File: src/rtl/pixel_pair_feeder.sv
// Pairs two independently buffered pixel streams and issues one frame of pixel pairs per start.
// Define PIXEL_PAIR_FEEDER_STALL_COUNT_EN to add the saturating stall_cycles output.
module pixel_pair_feeder #(
    parameter int unsigned PIXEL_DEPTH  = 8,
    parameter int unsigned OPCODE_WIDTH = 4,
    parameter int unsigned FIFO_DEPTH   = 4,
    parameter int unsigned FRAME_PIXELS = 64
) (
    input  logic                    clk,
    input  logic                    rst,
    input  logic [PIXEL_DEPTH-1:0]  a_data,
    input  logic                    a_valid,
    output logic                    a_ready,
    input  logic [PIXEL_DEPTH-1:0]  b_data,
    input  logic                    b_valid,
    output logic                    b_ready,
    input  logic [OPCODE_WIDTH-1:0] cfg_opcode,
    input  logic [PIXEL_DEPTH-1:0]  cfg_user,
    input  logic                    cfg_load,
    input  logic                    start,
    output logic [PIXEL_DEPTH-1:0]  pixelA,
    output logic [PIXEL_DEPTH-1:0]  pixelB,
    output logic [PIXEL_DEPTH-1:0]  userInputA,
    output logic [OPCODE_WIDTH-1:0] opcode,
    output logic                    issue_valid,
    output logic                    busy,
`ifdef PIXEL_PAIR_FEEDER_STALL_COUNT_EN
    output logic [15:0]             stall_cycles,
`endif
    output logic                    frame_done
);

    localparam int unsigned ADDR_W = $clog2(FIFO_DEPTH);
    localparam int unsigned PTR_W  = ADDR_W + 1;
    localparam int unsigned CNT_W  = $clog2(FRAME_PIXELS + 1);

    typedef enum logic [1:0] {
        S_IDLE,
        S_RUN,
        S_DONE
    } state_t;

    state_t state_q, state_d;

    logic [PIXEL_DEPTH-1:0]  mem_a [FIFO_DEPTH];
    logic [PIXEL_DEPTH-1:0]  mem_b [FIFO_DEPTH];
    logic [PTR_W-1:0]        wa_q, wa_d, ra_q, ra_d, wa_vis_q;
    logic [PTR_W-1:0]        wb_q, wb_d, rb_q, rb_d, wb_vis_q;
    logic [CNT_W-1:0]        cnt_q, cnt_d;
    logic [PIXEL_DEPTH-1:0]  pix_a_q, pix_a_d, pix_b_q, pix_b_d;
    logic [PIXEL_DEPTH-1:0]  user_q, user_d;
    logic [OPCODE_WIDTH-1:0] op_q, op_d;
    logic                    issue_q, issue_d;
    logic                    busy_q, busy_d;
    logic                    done_q, done_d;
    logic                    a_rdy_q, a_rdy_d, b_rdy_q, b_rdy_d;
`ifdef PIXEL_PAIR_FEEDER_STALL_COUNT_EN
    logic [15:0]             stall_q, stall_d;
`endif

    logic empty_a, empty_b, push_a, push_b, pop;

    function automatic logic ptr_full(input logic [PTR_W-1:0] wr, input logic [PTR_W-1:0] rd);
        return (wr[PTR_W-1] != rd[PTR_W-1]) && (wr[ADDR_W-1:0] == rd[ADDR_W-1:0]);
    endfunction

    // Emptiness uses a one-cycle-delayed write pointer so a fresh push is never popped early.
    assign empty_a = (ra_q == wa_vis_q);
    assign empty_b = (rb_q == wb_vis_q);
    assign push_a  = a_valid && a_rdy_q;
    assign push_b  = b_valid && b_rdy_q;
    assign pop     = (state_q == S_RUN) && !empty_a && !empty_b;

    always_comb begin
        state_d = state_q;
        cnt_d   = cnt_q;
        pix_a_d = pix_a_q;
        pix_b_d = pix_b_q;
        user_d  = user_q;
        op_d    = op_q;
        issue_d = 1'b0;
        wa_d    = wa_q + PTR_W'(push_a);
        wb_d    = wb_q + PTR_W'(push_b);
        ra_d    = ra_q + PTR_W'(pop);
        rb_d    = rb_q + PTR_W'(pop);
`ifdef PIXEL_PAIR_FEEDER_STALL_COUNT_EN
        stall_d = stall_q;
`endif
        unique case (state_q)
            S_IDLE: begin
                if (cfg_load) begin
                    op_d   = cfg_opcode;
                    user_d = cfg_user;
                end
                if (start) begin
                    state_d = S_RUN;
                    cnt_d   = '0;
`ifdef PIXEL_PAIR_FEEDER_STALL_COUNT_EN
                    stall_d = '0;
`endif
                end
            end
            S_RUN: begin
                if (pop) begin
                    pix_a_d = mem_a[ra_q[ADDR_W-1:0]];
                    pix_b_d = mem_b[rb_q[ADDR_W-1:0]];
                    issue_d = 1'b1;
                    cnt_d   = cnt_q + CNT_W'(1);
                    if (cnt_q + CNT_W'(1) == CNT_W'(FRAME_PIXELS)) begin
                        state_d = S_DONE;
                    end
                end
`ifdef PIXEL_PAIR_FEEDER_STALL_COUNT_EN
                if ((empty_a != empty_b) && (stall_q != 16'hFFFF)) begin
                    stall_d = stall_q + 16'd1;
                end
`endif
            end
            S_DONE: state_d = S_IDLE;
            default: state_d = S_IDLE;
        endcase
        busy_d  = (state_d != S_IDLE);
        done_d  = (state_d == S_DONE);
        a_rdy_d = (state_d == S_RUN) && !ptr_full(wa_d, ra_d);
        b_rdy_d = (state_d == S_RUN) && !ptr_full(wb_d, rb_d);
    end

    always_ff @(posedge clk or negedge rst) begin
        if (!rst) begin
            state_q  <= S_IDLE;
            wa_q     <= '0;
            ra_q     <= '0;
            wa_vis_q <= '0;
            wb_q     <= '0;
            rb_q     <= '0;
            wb_vis_q <= '0;
            cnt_q    <= '0;
            pix_a_q  <= '0;
            pix_b_q  <= '0;
            user_q   <= '0;
            op_q     <= '0;
            issue_q  <= 1'b0;
            busy_q   <= 1'b0;
            done_q   <= 1'b0;
            a_rdy_q  <= 1'b0;
            b_rdy_q  <= 1'b0;
`ifdef PIXEL_PAIR_FEEDER_STALL_COUNT_EN
            stall_q  <= '0;
`endif
        end else begin
            state_q  <= state_d;
            wa_q     <= wa_d;
            ra_q     <= ra_d;
            wa_vis_q <= wa_q;
            wb_q     <= wb_d;
            rb_q     <= rb_d;
            wb_vis_q <= wb_q;
            cnt_q    <= cnt_d;
            pix_a_q  <= pix_a_d;
            pix_b_q  <= pix_b_d;
            user_q   <= user_d;
            op_q     <= op_d;
            issue_q  <= issue_d;
            busy_q   <= busy_d;
            done_q   <= done_d;
            a_rdy_q  <= a_rdy_d;
            b_rdy_q  <= b_rdy_d;
`ifdef PIXEL_PAIR_FEEDER_STALL_COUNT_EN
            stall_q  <= stall_d;
`endif
        end
    end

    // FIFO storage needs no reset; the pointers define validity.
    always_ff @(posedge clk) begin
        if (push_a) mem_a[wa_q[ADDR_W-1:0]] <= a_data;
        if (push_b) mem_b[wb_q[ADDR_W-1:0]] <= b_data;
    end

    assign a_ready     = a_rdy_q;
    assign b_ready     = b_rdy_q;
    assign pixelA      = pix_a_q;
    assign pixelB      = pix_b_q;
    assign userInputA  = user_q;
    assign opcode      = op_q;
    assign issue_valid = issue_q;
    assign busy        = busy_q;
    assign frame_done  = done_q;
`ifdef PIXEL_PAIR_FEEDER_STALL_COUNT_EN
    assign stall_cycles = stall_q;
`endif

endmodule

File: config.mk
export PLATFORM = sky130hd
export DESIGN_NAME = pixel_pair_feeder
export DESIGN_NICKNAME = d
export VERILOG_FILES = /design/src/rtl/pixel_pair_feeder.sv
export SDC_FILE = /design/constraint.sdc
export NUM_CORES = 1
export LEC_CHECK = 0
export BUFFER_PORTS_ARGS = -buffer_cell sky130_fd_sc_hd__buf_2
export CAP_MARGIN = 20
export CORE_MARGIN = 4
export CORE_UTILIZATION = 57
export CTS_CLUSTER_DIAMETER = 80
export CTS_CLUSTER_SIZE = 25
export DETAILED_ROUTE_END_ITERATION = 8
export PLACE_DENSITY = 0.87
export RECOVER_POWER = 25
export SLEW_MARGIN = 20
export SYNTH_ARGS = -nofsm -noshare
export SYNTH_HDL_FRONTEND = slang
export SYNTH_SLANG_ARGS = --single-unit
File: constraint.sdc
create_clock -name clk -period 3 [get_ports clk]
set_input_delay 0.9 -clock clk [delete_from_list [all_inputs] [get_ports clk]]
set_output_delay 0.9 -clock clk [all_outputs]
set_load 0.01 [all_outputs]
# --- Word-level counts from Yosys, hierarchy flattened ---
# Memory sizes are Yosys's and may differ from the RTL's. A register that Yosys moved wholly into a read port is not among the register bits.
# Index checks and enable logic that the tools add are counted.
op_classes:
  eq_ne: 12
  n_lt_le_gt_ge: 0
  reduce_logical: 20
  div: 0
  n_addsub: 5
  n_bitwise: 0
  mul: 0
  shifts: 0
  n_mux: 13
op_table:
  columns: ["cell", "n"]
  rows:
  - ["$mux W7", 2]
  - ["$pmux W7 S2", 1]
  - ["$add A3 B1 Y3", 4]
  - ["$logic_and A1 B1 Y1", 8]
  - ["$add A7 B1 Y7 const B", 1]
  - ["$eq A7 B7 Y1 const B", 1]
  - ["$eq A3 B3 Y1", 2]
  - ["$logic_not A1 Y1", 6]
  - ["$mux W1", 6]
  - ["$mux W2", 3]
  - ["$eq A2 B1 Y1 const B", 2]
  - ["$eq A2 B2 Y1", 2]
  - ["$ne A2 B2 Y1 const B", 2]
  - ["$pmux W2 S2", 1]
  - ["$reduce_and A2 Y1", 2]
  - ["$reduce_bool A2 Y1", 2]
  - ["$reduce_and A3 Y1", 1]
  - ["$eq A2 B2 Y1 const B", 1]
  - ["$logic_not A2 Y1", 1]
  - ["$ne A1 B1 Y1", 2]
word_totals:
  mem_bits_rw: 64
  word_cells: 67
  latchBits: 0
  register_bits: 44
  rom_bits: 0
  n_memories: 2
memory_table:
  columns: ["name", "depth", "width", "read_ports", "rd_ports_with_merged_regs", "write_ports", "line_no", "rtl"]
  rows:
  - ["mem_a", 4, 8, 1, 1, 1, "45", "logic [PIXEL_DEPTH-1:0] mem_a [FIFO_DEPTH];"]
  - ["mem_b", 4, 8, 1, 1, 1, "46", "logic [PIXEL_DEPTH-1:0] mem_b [FIFO_DEPTH];"]

# --- Longest topological paths before layout ---
# Gate-level depths: netlist of the first run.
logic_depth:
  ltp_word: 9
  depth_mapped: 12

# --- Worst setup path after synthesis of the first run ---
# OpenSTA, ideal clock, no wires.
synth_path:
  kind: "register to register"
  from: "reg rb_q[0]"
  to: "reg a_rdy_q, in the netlist a_ready"
  path_stages_with_launch: 13
  n_path_buf: 2
  setup_ns: 0.077
  required_time_ns: 2.923
  path_slack_ns: 0.732
  synth_period_minus_slack_ns: 2.268
  t_arrival_ns: 2.191
  cell_sequence: "dfrtp_1 buf_6 xnor2_1 a31oi_2 nand2_4 inv_4 buf_6 ha_1 ha_1 xor2_1 xor2_1 a32o_1 a21oi_1"
synth_via:
  elab_chain_len: 8
synth_rtl:
  columns: ["item", "line_no", "rtl"]
  rows:
  - ["from (decl)", "48", "logic [PTR_W-1:0] wb_q, wb_d, rb_q, rb_d, wb_vis_q;"]
  - ["from (signal assigned)", "156", "rb_q <= rb_d;"]
  - ["$eq A3 B3 Y1", "69", "assign empty_b = (rb_q == wb_vis_q);"]
  - ["$logic_not A1 Y1", "72", "assign pop = (state_q == S_RUN) && !empty_a && !empty_b;"]
  - ["$logic_and A1 B1 Y1", "72", null]
  - ["$add A3 B1 Y3", "84", "ra_d = ra_q + PTR_W'(pop);"]
  - ["via ra_d[2]", "47", "logic [PTR_W-1:0] wa_q, wa_d, ra_q, ra_d, wa_vis_q;"]
  - ["$ne A1 B1 Y1", "64", "return (wr[PTR_W-1] != rd[PTR_W-1]) && (wr[ADDR_W-1:0] == rd[ADDR_W-1:0]);"]
  - ["$logic_and A1 B1 Y1", "64", null]
  - ["$logic_not A1 Y1", "124", "a_rdy_d = (state_d == S_RUN) && !ptr_full(wa_d, ra_d);"]
  - ["$logic_and A1 B1 Y1", "124", null]
  - ["via a_rdy_d", "56", "logic a_rdy_q, a_rdy_d, b_rdy_q, b_rdy_d;"]
  - ["to (signal assigned)", "166", "a_rdy_q <= a_rdy_d;"]
  - ["to (decl)", "56", null]
# The timed path passes the listed nets, and every way through them passes these cells.
# A chain may end at the register's enable or synchronous reset.

# --- Final worst setup path of the first run ---
layout_path:
  from: "reg rb_q[1]"
  to: "reg b_rdy_q, in the netlist b_ready"
layout_via:
  elab_chain_len: 8
layout_rtl:
  columns: ["item", "line_no", "rtl"]
  rows:
  - ["$eq A3 B3 Y1", "69", null]
  - ["$logic_not A1 Y1", "72", null]
  - ["$logic_and A1 B1 Y1", "72", null]
  - ["$add A3 B1 Y3 (*)", "85", "rb_d = rb_q + PTR_W'(pop);"]
  - ["via rb_d[2]", "48", null]
  - ["$ne A1 B1 Y1 (*)", "64", null]
  - ["$logic_and A1 B1 Y1 (*)", "64", null]
  - ["$logic_not A1 Y1 (*)", "125", "b_rdy_d = (state_d == S_RUN) && !ptr_full(wb_d, rb_d);"]
  - ["$logic_and A1 B1 Y1 (*)", "125", null]
  - ["via b_rdy_d", "56", null]
  - ["to (signal assigned)", "167", "b_rdy_q <= b_rdy_d;"]
  - ["to (decl)", "56", null]
# Mark *: on every way through the listed nets, which the timed path passes. The rest lies on a longest branch.

==> results of run 1 <==
==> area by class of cell <==
type / instances / area, um^2 / area share, %
flip-flops and latches: 124 / 3420 / 57.6
inverters: 4 / 17.5 / 0.294
multi-input cells: 130 / 1400 / 23.6
well taps: 105 / 131 / 2.21
clock buffers: 22 / 443 / 7.45
repair buffers: 78 / 413 / 6.94
clock inverters: 8 / 119 / 2.00
==> registers in the layout, indices dropped and copies added (netlist names) <==
name	count
cnt_q	7
wa_vis_q	3
frame_done	1
wb_q	3
mem_a	32
opcode	4
userInputA	8
wb_vis_q	3
state_q	2
pixelB	8
rb_q	3
pixelA	8
wa_q	3
issue_valid	1
busy	1
ra_q	3
b_ready	1
a_ready	1
mem_b	32
==> report_power, final <==
part | total [mW] | switching (mW) | internal, mW
combinational | 2.94 | 1.41 | 1.53
clock | 1.93 | 0.655 | 1.27
sequential | 2.76 | 0.346 | 2.41
==> synthesized netlist by cell type, drive strengths merged <==
cell     instances
and3             2
buf              8
o21a             1
a31oi            1
a211o            1
a21boi           1
edfxtp          64
nand2b           2
a41o             1
clkbuf           1
nand4            1
ha               9
nand2           13
inv              4
a2111oi          1
or3b             1
and2             2
nor3b            5
nand3            6
mux2i            4
nor2b            1
mux2            28
mux4            16
xor2             8
a21o             2
o21ai            4
dfrtp           60
a21oi            4
nor3             3
a32o             2
xnor2           10
or3              1
==> through the flow <==
| stage | utilization (%) | setup slack (ps) | power, mW | hold slack (ps) |
|---|---|---|---|---|
| 2_1_floorplan | - | 732 | 5.03 | 372 |
| 3_3_place_gp | 65.1 | 536 | 5.58 | 382 |
| 3_5_place_dp | 65.1 | 327 | 5.73 | 385 |
| 4_1_cts | 71.9 | 152 | 7.72 | 413 |
| 5_1_grt | 71.7 | 12.9 | 8.08 | 429 |
| 6_report | 71.7 | 237 | 7.62 | 416 |
==> cell families after synthesis <==
family | after synthesis
adders and majority gates | 9
buffers and inverters | 13
AOI/OAI and AO/OA | 18
muxes | 48
DFF | 124
xor gates and xnor gates | 18
and+or+nand+nor | 37
==> final timing paths <==
path                                   startpoint               endpoint  slack, ps  cells past startpoint
worst max-delay path            rb_q[1]$_DFF_PN0_      b_ready$_DFF_PN0_        240                     10
worst min-delay path            wb_q[2]$_DFF_PN0_  wb_vis_q[2]$_DFF_PN0_        420                      0
worst max register to register  rb_q[1]$_DFF_PN0_      b_ready$_DFF_PN0_        240                     10
worst min register to register  wb_q[2]$_DFF_PN0_  wb_vis_q[2]$_DFF_PN0_        420                      0
max in group asynchronous                     rst  pixelA[3]$_DFFE_PN0P_       1950                      2
min in group asynchronous                     rst   frame_done$_DFF_PN0_        440                      1
==> metal layers <==
| metal | vias up | track usage, % | wire length, um | share of wire, % |
|---|---|---|---|---|
| li1 | 1195 | - | - | - |
| met1 | 1314 | 23.1 | 3470 | 40 |
| met4 | 0 | 6.74 | 134 | 1.5 |
| met5 | - | 0 | 0 | 0 |
| met3 | 14 | 5.81 | 497 | 5.7 |
| met2 | 73 | 32.0 | 4590 | 53 |
==> impl_metrics.toml, run 1 <==
[placement]
place_area_um2 = 5410
dp_cells = 441
place.gp.congestion = 0.768
portBuffers = 66
hpwl_um = 5700

[routing]
drt-initial-drc-count = 166
final_antenna_net_count = 0
avgViaCountPerCell = 5.51
drc = 0
finalWirelength_um = 8700
dr.pass1.iters = 4
post_drt_wl_per_cell_um = 18.5
via_count = 2596

[timing]
period_share_pct = 92.1
finalSetupViolations = 0
clock-skew-final_ps = 6.49
setup_tns_ps = 0
rsz0062_at_grt = "false"
relSlewSlack_pct = 54.0
slew_violations = 0
tightest_slew_ps = 690
hold_violations = 0
fmax_ghz = 0.362
layout_min_cycle_time_ps = 2760

[global_route]
grt_pass1_vias = 2777
grt_overflow = 0
grt.total_usage_pct = 18.9
grt_pass1_wl_um = 14200
antenna_found_initial = 0
grt_max_degree = 33

[cells_and_area]
layout-drive-gt1-share_pct = 37.2
fillers = 503
area_growth_pct = 21.1
nNetsFinal = 398
num_antenna_cells = 0
fin_area_um2 = 5950
final_common_cell = "edfxtp_1"
final_cells = 471
layout_common_cells = "64 x edfxtp_1, 60 x dfrtp_1, 50 x buf_2"

[clocking]
cts-root-buf = "clkbuf_8"
cts.sinks = 124
clk_pin_slew_worst_paths_ps = 50
ctsResizeCount = 0
post-cts-setup-buffers = 0
htree_levels = 4
numCtsBuffers = 17
cts_tree = "done"
clock_latency_ps = 500
cts.hold.buffers_added = 0
clockBufferDepth = 2

[critical_path]
max_stage_delay_ps = 620
endpoint_kind = "flop"
crit_required_ps = 3370
crit_slowest_cell = "dfrtp_1"
crit_family = "XOR/XNOR gates"
critPathLaunchType = "flop"
worstSetupPathType = "flop to flop"
path_cells = "xnor2_1, a31oi_2, nand2_4, inv_4, ha_1, ha_1, xor2_1, xor2_1, a32o_1, a21oi_1"
critPathArrivalTime_ps = 3130
cp_max_fo = 16
crit_buf_inv = 1

[yosys]
synth_fa_ha_area_share_pct = 2.29
synth_top_family_by_area = "multiplexers"
synth-xor-area-share_pct = 3.21
syn-num-nets = 310
yosys_register_bits = 124
synth_simple_gate_area_share_pct = 4.25
synth_compound_area_share_pct = 3.03
syn-cell-area_um2 = 4910
synth_top_area_share_pct = 39.1
ys.warnings.count = 0
synth_cells = 267
synth_cell_types = 39
synthMuxAreaShare_pct = 15.6
synth.largest_area_cell = "edfxtp_1"
ys_seq_area_share_pct = 69.7
synth.avg_cell_area_um2 = 18.4
synth_area_leaders = "edfxtp_1 39%, dfrtp_1 31%, mux4_2 6.0%"

[die]
start_util_pct = 59.2
dieWidth_um = 101
die_area_um2 = 10200
rows = 33
die_h_um = 101
core-area_um2 = 8300
io_pins = 67

[job]
maxCapViolCount = 0

[pwr]
p_per_area_nw_per_um2 = 1280
ir_drop_uv = 622
p_leak_nw = 2.43

[status]
status = "finished, final reports clean"

[hold_path]
min_path_type = "flop to flop"
Note: power is estimated with default switching activity, not from simulation.
==> inputs of run 2 (changes only) <==
==> constraint.sdc (replaced) <==
create_clock -name clk -period 2.9 [get_ports clk]
set_input_delay 0.87 -clock clk [delete_from_list [all_inputs] [get_ports clk]]
set_output_delay 0.87 -clock clk [all_outputs]
set_load 0.01 [all_outputs]
==> impl_metrics.toml, run 2 (synthesis results as in run 1) <==
[critical_path]
crit_end = "a_ready$_DFF_PN0_"
worstSetupPathType = "flop to flop"
endpoint_kind = "flop"
startpoint = "rb_q[1]$_DFF_PN0_"
critPathArrivalTime_ps = 2970
r2r-end = "a_ready$_DFF_PN0_"
ff2ff_path_depth = 10
rrSetupSlack_ps = 360
crit_required_ps = 3330
cp_max_fo = 12
r2r_start = "rb_q[1]$_DFF_PN0_"
critPathLaunchType = "flop"

[die]
core-area_um2 = 8300
dieWidth_um = 101
start_util_pct = 59.2
io_pins = 67
die_h_um = 101
die_area_um2 = 10200
rows = 33

[global_route]
grt.total_usage_pct = 19.4
grt_max_degree = 34
antenna_found_initial = 0
grt_overflow = 0
grt_pass1_wl_um = 14500
grt_pass1_vias = 2835

[status]
status = "finished, final reports clean"

[timing]
hold_violations = 0
finalSetupViolations = 0
relSlewSlack_pct = 54.3
fmax_ghz = 0.393
whs_ps = 399
slew_violations = 0
setup_tns_ps = 0
rsz0062_at_grt = "false"
period_share_pct = 87.7
setup_ws_ps = 356
layout_min_cycle_time_ps = 2540
tightest_slew_ps = 686
clock-skew-final_ps = 7.05

[pwr]
ir_drop_uv = 650
total_power_mw = 8.12
p_leak_nw = 2.46
p_per_area_nw_per_um2 = 1350

[clocking]
cts-root-buf = "clkbuf_8"
clockBufferDepth = 2
numCtsBuffers = 17
cts_tree = "done"
clock_latency_ps = 510
post-cts-setup-buffers = 0
clk_pin_slew_worst_paths_ps = 60
ctsResizeCount = 0
cts.hold.buffers_added = 0
cts.sinks = 124
htree_levels = 4

[routing]
finalWirelength_um = 8810
dr.max_layer_used = "met4"
wl_met3_um = 411
post_drt_wl_per_cell_um = 18.6
avgViaCountPerCell = 5.55
via_count = 2623
met1_length_um = 3460
dr.pass1.iters = 4
final_antenna_net_count = 0
drc = 0
drt-initial-drc-count = 149
wl_met2_um = 4810

[cells_and_area]
postLayoutCoreUtil_pct = 72.5
final_common_cell = "edfxtp_1"
area_growth_pct = 22.5
nNetsFinal = 398
num_antenna_cells = 0
layout_common_cells = "64 x edfxtp_1, 60 x dfrtp_1, 50 x buf_2"
layout-drive-gt1-share_pct = 37.5

[placement]
portBuffers = 66
place.gp.congestion = 0.844
hpwl_um = 5790
place_ws_ps = 348

[job]
maxCapViolCount = 0

[hold_path]
min_path_type = "input pin to async pin"
## run 2: critical path: stages, from the launching register on
cell     delay [ps]
dfrtp_1         610
xnor2_1         170
a31oi_2         300
nand2_4         140
inv_4           210
ha_1            180
ha_1            150
xor2_1          230
xor2_1          110
a32o_1          230
a21oi_1         130
## run 2: final cells by class
cell class                      instances  area [um^2]
Multi-Input combinational cell        130         1400
Fill cell                             513         2280
Clock inverter                         12          195
Timing Repair Buffer                   78          413
Sequential cell                       124         3420
Inverter                                4         17.5
Clock buffer                           20          435
Tap cell                              105          131
## run 2: how the worst min path moves through the flow
stage / startpoint / endpoint / slack [ps] / cells after the start
floorplan: wa_q[2]$_DFF_PN0_ / wa_vis_q[2]$_DFF_PN0_ / 370 / 0
global placement: wb_q[2]$_DFF_PN0_ / wb_vis_q[2]$_DFF_PN0_ / 380 / 0
detailed placement: wb_q[2]$_DFF_PN0_ / wb_vis_q[2]$_DFF_PN0_ / 390 / 0
CTS: wb_q[2]$_DFF_PN0_ / wb_vis_q[2]$_DFF_PN0_ / 400 / 0
global route: wb_q[2]$_DFF_PN0_ / wb_vis_q[2]$_DFF_PN0_ / 410 / 0
finish: rst / pixelB[2]$_DFFE_PN0P_ / 400 / 1
## run 2: power breakdown
| part | switching, mW | leakage (nW) | total, mW | internal, mW |
|---|---|---|---|---|
| registers | 0.349 | 1.29 | 2.84 | 2.49 |
| clock network | 0.711 | 0.300 | 2.21 | 1.50 |
| logic | 1.48 | 0.862 | 3.07 | 1.59 |
## run 2: per-stage QoR
step                cells  instance area, um^2
floorplan             267                 4910
global placement      441                 5410
detailed placement    441                 5410
CTS                   473                 6040
global route          473                 6020
finish                473                 6020
## run 2: layer usage
layer,GRT usage (%),vias to the layer above
li1,-,1193
met1,22.7,1353
met2,34.3,65
met3,5.33,12
met4,7.25,0
met5,0,-
==> inputs of run 3 (changes only) <==
--- a/config.mk
+++ b/config.mk
@@ -9,6 +9,7 @@
 export CAP_MARGIN = 20
 export CORE_MARGIN = 4
 export CORE_UTILIZATION = 57
+export CTS_BUF_LIST = sky130_fd_sc_hd__clkbuf_8 sky130_fd_sc_hd__clkbuf_16
 export CTS_CLUSTER_DIAMETER = 80
 export CTS_CLUSTER_SIZE = 25
 export DETAILED_ROUTE_END_ITERATION = 8
==> impl_metrics.toml, run 3 (synthesis results as in run 1) <==
[routing]
post_drt_wl_per_cell_um = 18.6
drt-initial-drc-count = 154
finalWirelength_um = 8780
final_antenna_net_count = 0
via_count = 2632
avgViaCountPerCell = 5.56
drc = 0
dr.pass1.iters = 4

[cells_and_area]
final_cells = 473
area_growth_pct = 22.5
num_antenna_cells = 0
layout_common_cells = "64 x edfxtp_1, 60 x dfrtp_1, 50 x buf_2"
layout-drive-gt1-share_pct = 37.5
final_common_cell = "edfxtp_1"
nNetsFinal = 398
postLayoutCoreUtil_pct = 72.5

[placement]
place_ws_ps = 348
portBuffers = 66
place.gp.congestion = 0.844
dp_cells = 441
hpwl_um = 5790

[timing]
hold_violations = 0
slew_violations = 0
finalSetupViolations = 0
relSlewSlack_pct = 54.7
layout_min_cycle_time_ps = 2540
clock-skew-final_ps = 8.67
fmax_ghz = 0.393
tightest_slew_ps = 680
setup_ws_ps = 359
period_share_pct = 87.6
rsz0062_at_grt = "false"
setup_tns_ps = 0

[critical_path]
worstSetupPathType = "flop to flop"
rrSetupSlack_ps = 360
max_stage_delay_ps = 610
ff2ff_path_depth = 10
cp_max_fo = 12
cp.depth = 10
crit_end = "b_ready$_DFF_PN0_"
r2r-end = "b_ready$_DFF_PN0_"
crit_slowest_cell = "dfrtp_1"
endpoint_kind = "flop"
crit_family = "flip-flops"
crit_required_ps = 3270
startpoint = "rb_q[1]$_DFF_PN0_"
r2r_start = "rb_q[1]$_DFF_PN0_"
path_cells = "xnor2_1, a31oi_2, nand2_4, inv_4, ha_1, ha_1, xor2_1, xor2_1, a32o_1, a21oi_1"
critPathLaunchType = "flop"
critPathArrivalTime_ps = 2910
crit_buf_inv = 1

[pwr]
ir_drop_uv = 649
p_leak_nw = 2.46
switching_share_pct = 31.3
p_per_area_nw_per_um2 = 1350
seqPwrFrac_pct = 35.0
power_frac_comb_pct = 37.8
power.switching_mw = 2.54
clkPwrFrac_pct = 27.1
intPower_mw = 5.57

[die]
rows = 33
core-area_um2 = 8300
io_pins = 67
dieWidth_um = 101
start_util_pct = 59.2
die_h_um = 101
die_area_um2 = 10200

[clocking]
clk_pin_slew_worst_paths_ps = 60
post-cts-setup-buffers = 0
cts.hold.buffers_added = 0
numCtsBuffers = 17
cts.sinks = 124
cts_tree = "done"
htree_levels = 4
ctsResizeCount = 0
clockBufferDepth = 2
cts-root-buf = "clkbuf_8"
clock_latency_ps = 510

[global_route]
grt_pass1_vias = 2836
grt_overflow = 0
antenna_found_initial = 0
grt.total_usage_pct = 19.4
grt_max_degree = 34
grt_pass1_wl_um = 14500

[status]
status = "finished, final reports clean"

[job]
maxCapViolCount = 0

[hold_path]
min_path_type = "input pin to async pin"
run 3: worst register-to-register path, stage by stage (launching register included):
cell and delay [ps]:
dfrtp_1 610, xnor2_1 170, a31oi_2 300, nand2_4 140, inv_4 210, ha_1 200, ha_1 160, xor2_1 240
xor2_1 170, a32o_1 170, a21oi_1 40
run 3: how the worst min path moves through the flow:
stage | from | endpoint | depth (start not counted)
global placement | wb_q[2]$_DFF_PN0_ | wb_vis_q[2]$_DFF_PN0_ | 0
floorplan | wa_q[2]$_DFF_PN0_ | wa_vis_q[2]$_DFF_PN0_ | 0
detailed placement | wb_q[2]$_DFF_PN0_ | wb_vis_q[2]$_DFF_PN0_ | 0
global route | wb_q[2]$_DFF_PN0_ | wb_vis_q[2]$_DFF_PN0_ | 0
CTS | wb_q[2]$_DFF_PN0_ | wb_vis_q[2]$_DFF_PN0_ | 0
finish | rst | pixelB[2]$_DFFE_PN0P_ | 1
run 3: layout make-up:
cell class / count / area, um^2
multi-input cells: 130 / 1400
flip-flops and latches: 124 / 3420
inverters: 4 / 17.5
repair buffers: 78 / 413
well taps: 105 / 131
fillers: 513 / 2280
clock inverters: 14 / 203
clock buffers: 18 / 428
run 3: power by group through the flow:
stage	clock network [mW]	registers, mW	logic, mW
after floorplan	0	2.87	2.33
after global placement	0	2.83	2.94
after detailed placement	0	2.87	3.07
after CTS	2.24	2.85	3.13
after global routing	2.32	2.91	3.35
final	2.20	2.84	3.07
run 3: routing by layer:
metal | global-route usage, % | share of wire [%] | up-vias
met1 | 22.7 | 39 | 1358
li1 | - | - | 1193
met2 | 34.3 | 55 | 73
met5 | 0 | 0 | -
met3 | 5.33 | 4.9 | 8
met4 | 7.25 | 1.0 | 0
run 3: through the flow:
stage	hold WS [ps]	cell area [um^2]	total power, mW
2_1_floorplan	372	4910	5.20
3_3_place_gp	385	5410	5.77
3_5_place_dp	385	5410	5.93
4_1_cts	399	6040	8.21
5_1_grt	414	6020	8.58
6_report	399	6020	8.11
